<file path="src/rtl/flopr_skid.sv">
// Two-entry registered skid buffer: valid/ready on both sides, all outputs from flops.
// state | meaning
// EMPTY | no word held, out_valid low
// BUSY  | one word in main (head)
// FULL  | main is head, skid holds the next word, in_ready low
module flopr_skid #(
  parameter int N = 64
) (
  input  logic         clk,
  input  logic         reset,
  input  logic         flush,
  input  logic         in_valid,
  output logic         in_ready,
  input  logic [N-1:0] in_data,
  output logic         out_valid,
  input  logic         out_ready,
  output logic [N-1:0] out_data,
  output logic [1:0]   count
);

  typedef enum logic [1:0] {
    EMPTY = 2'd0,
    BUSY  = 2'd1,
    FULL  = 2'd2
  } state_t;

  state_t       state_q, state_d;
  logic [N-1:0] main_q, main_d;
  logic [N-1:0] skid_q, skid_d;
  logic         in_ready_q, in_ready_d;
  logic         out_valid_q, out_valid_d;
  logic         in_fire, out_fire;

  assign in_fire  = in_valid & in_ready_q;
  assign out_fire = out_valid_q & out_ready;

  always_comb begin
    state_d = state_q;
    main_d  = main_q;
    skid_d  = skid_q;
    case (state_q)
      EMPTY: begin
        if (in_fire) begin
          state_d = BUSY;
          main_d  = in_data;
        end
      end
      BUSY: begin
        if (in_fire && out_fire) begin
          main_d = in_data;
        end else if (in_fire) begin
          state_d = FULL;
          skid_d  = in_data;
        end else if (out_fire) begin
          state_d = EMPTY;
        end
      end
      FULL: begin
        if (out_fire) begin
          state_d = BUSY;
          main_d  = skid_q;
        end
      end
      default: state_d = EMPTY;
    endcase
    // A flush drops whatever would have been captured; stored words keep their old contents.
    if (flush) begin
      state_d = EMPTY;
      main_d  = main_q;
      skid_d  = skid_q;
    end
    in_ready_d  = (state_d != FULL);
    out_valid_d = (state_d != EMPTY);
  end

  always_ff @(posedge clk or negedge reset) begin
    if (!reset) begin
      state_q     <= EMPTY;
      main_q      <= '0;
      skid_q      <= '0;
      in_ready_q  <= 1'b0;
      out_valid_q <= 1'b0;
    end else begin
      state_q     <= state_d;
      main_q      <= main_d;
      skid_q      <= skid_d;
      in_ready_q  <= in_ready_d;
      out_valid_q <= out_valid_d;
    end
  end

  assign in_ready  = in_ready_q;
  assign out_valid = out_valid_q;
  assign out_data  = main_q;
  assign count     = state_q;

endmodule

</file>
<file path="config.mk">
export PLATFORM = sky130hd
export DESIGN_NAME = flopr_skid
export DESIGN_NICKNAME = d
export VERILOG_FILES = /design/src/rtl/flopr_skid.sv
export SDC_FILE = /design/constraint.sdc
export NUM_CORES = 1
export LEC_CHECK = 0
export ABC_AREA = 1
export BUFFER_PORTS_ARGS = -buffer_cell sky130_fd_sc_hd__buf_4
export CAP_MARGIN = 20
export CORE_MARGIN = 3
export CORE_UTILIZATION = 40
export CTS_CLUSTER_SIZE = 20
export DETAILED_ROUTE_END_ITERATION = 8
export PLACE_DENSITY = 0.62
export SETUP_SLACK_MARGIN = 0.4
export SYNTH_ARGS = -nofsm -noshare
export SYNTH_HDL_FRONTEND = slang
export SYNTH_SLANG_ARGS = --single-unit
</file>
<file path="constraint.sdc">
create_clock -name clk -period 1.7 [get_ports clk]
set_input_delay 0 -clock clk [delete_from_list [all_inputs] [get_ports clk]]
set_output_delay 0 -clock clk [all_outputs]
set_load 0.02 [all_outputs]
</file>
==> flow_summary.toml <==
[sta]
worstMarginPinSlew_ns = 0.5000
finClkSkew_ns = 0.006058
setup_violations = 0
setup_tns_ns = 0
slew_headroom = 0.6667
maxSlewViolCount = 0
min_period_ns = 1.431
fmax_mhz = 698.7
rsz0062_at_grt = "yes"
timing.final.crit_share = 0.8419
hold_violations = 0
finalWorstSetupSlack_ns = 0.2688
holdWs_ns = 0.1062

[detailed_routing]
antenna_left = 0
drt-initial-drc-count = 384
wire_per_inst_um = 15.26
route.met3.wl_um = 869
met2WireLength_um = 8656
vias = 5596
via_per_inst = 4.883
drc = 0
wl_met1_um = 7732
drt-pass1-iter-count = 5
routed_wl_um = 17490
top_layer = "met4"

[place]
pre_cts_ws_ns = 0.2109
hpwl_um = 9418
port_buffers = 136
place.gp.congestion = 0.7967

[cells_and_area]
finalCoreUtilization = 0.6300
nNetsFinal = 1024
multiInputGateArea_sq_um = 2170
final_layout_size_suffix_gt1_frac = 0.2226
seq_area_sq_um = 3308
antenna_cells = 0
fill_cells = 1182
area_growth_pct = 52.31

[cts]
cts_sinks = 132
htree_levels = 4
clkTransAtPathRegs_ns = 0.05
cts_tree = "done"
cts_buffers = 17
clk_latency_ns = 0.41
cts-root-buf = "clkbuf_16"
cts_buffer_depth = 2

[synthesis]
yosysUniqueCellTypes = 15
netlist.area_leader.share = 0.5709
synthTopCellsByArea = "dfrtp_1, nand2_1, o21ai_0, o21ai_1, inv_1"
yosysTopAreaCell = "dfrtp_1"
postSynthCellCount = 735
avgSynthCellArea_sq_um = 7.871
ys_ff_latch = 132
synth_fp_nets = 804
yosysSeqAreaShare = 0.5709
syn_area_sq_um = 5786
yosysWarnings = 0

[global_route]
overflow = 0
grt_usage = 0.2091
grt_pass1_vias = 5605
grt_pass1_wl_um = 27120
antenna_found_initial = 0
grt_max_degree = 51

[floorplanning]
io_pins = 137
core_sq_um = 13990
rows = 43
die_area_sq_um = 15940
initial_utilization = 0.4136
die_h_um = 126.3
die_width_um = 126.3

[setup_path]
arrival_ns = 1.78
setup.worst_path.class = "flip-flop to flip-flop"
r2r_start = "count[1]"
crit_path_end_kind = "flip-flop"
worstSetupStartpoint = "count[1]"
cp_max_fo = 18
critPathLaunchType = "flip-flop"
required_ns = 2.05

[outcome]
status = "finished clean"

[pwr]
power.density_nw_per_um2 = 1421
p_leak_nw = 4.694
ir_drop_mv = 0.7519
p_total_mw = 12.52

[run]
cap_violations = 0

[worst_hold_path]
min_path_type = "primary input to asynchronous set/reset pin"
repair_timing:
action,in CTS,in global routing
hold endpoints to repair,258,0
buffers inserted,10,2
hold buffers,66,0
endpoints found under the setup margin,130,131
cloned,6,8
pin swaps,5,1
gates resized for setup,27,3
area by class of cell:
type	count	share of cell area
sequential	132	0.3754
timing repair buffer	240	0.2719
tap	180	0.02556
inverter	44	0.01903
multi-input combinational	520	0.2462
clock buffer	25	0.05623
clock inverter	5	0.005679
layer usage:
metal / global-route usage / vias to the layer above
met5: 0 / -
met4: 0.06246 / 0
met3: 0.04283 / 20
met2: 0.3493 / 187
met1: 0.2763 / 2678
li1: - / 2711
power by group:
part	total (mW)	switching [mW]	internal, mW
Sequential	5.15	0.740	4.41
Clock	3.40	1.26	2.14
Combinational	3.98	2.20	1.78
Total	12.5	4.20	8.33
state kept, by name (all words and copies together), names as in the netlist:
signal / flops
count: 2
in_ready: 1
out_data: 64
out_valid: 1
skid_q: 64
per-stage QoR:
step,std cells,cell area (sq um)
3_5_place_dp,1024,7039
3_3_place_gp,1024,7039
4_1_cts,1136,8584
6_report,1146,8812
2_1_floorplan,735,5842
5_1_grt,1146,8812
path summary, 6_finish.rpt:
path,to,slack (ns),depth (start not counted)
hold reg to reg,skid_q[28],0.47,2
setup reg to reg,out_data[62],0.27,8
max in group asynchronous,out_data[36],0.99,3
min in group clk,skid_q[63],0.15,5
hold / removal,out_data[6],0.11,2
setup / recovery,out_data[62],0.27,8
cell families (layout without fill, tap and decap cells):
group | count (synthesis) | count (layout) | synth area share
AO/OA/AOI/OAI | 79 | 79 | 0.06899
buffers and inverters | 84 | 314 | 0.06488
flip-flops | 132 | 132 | 0.5709
AND/OR/NAND/NOR | 440 | 441 | 0.2952
layout by cell type, fill, tap and decap left out:
cell type / n
nand2_1: 406
buf_4: 141
dfrtp_1: 128
dlygate4sd3_1: 66
inv_1: 42
o21ai_1: 39
o21ai_0: 38
nand3_1: 27
clkbuf_16: 24
buf_6: 9
buf_12: 9
buf_16: 8
clkbuf_8: 4
clkinv_2: 4
clkbuf_1: 4
dfrtp_2: 4
nor2_4: 3
nand2_2: 2
nand2_8: 2
o21ai_4: 1
inv_2: 1
a21oi_4: 1
nand4_1: 1
inv_4: 1
bufinv_16: 1
worst max-delay path: stages (launching register included):
cell and delay (ns):
dfrtp_2 0.44, buf_4 0.15, nand2_1 0.09, nand2_2 0.09
nor2_4 0.13, buf_12 0.14, clkbuf_16 0.18, nand2_1 0.06
nand2_1 0.06
synth_stat cells:
cell type,number
nand2_1,408
dfrtp_1,132
inv_1,42
o21ai_0,39
o21ai_1,39
nand3_1,27
buf_2,18
clkbuf_1,12
buf_4,10
inv_2,2
nor2_4,2
a21oi_2,1
nand2_2,1
nand4_1,1
nor2_2,1
No activity file was read; power rests on OpenSTA's default activity.
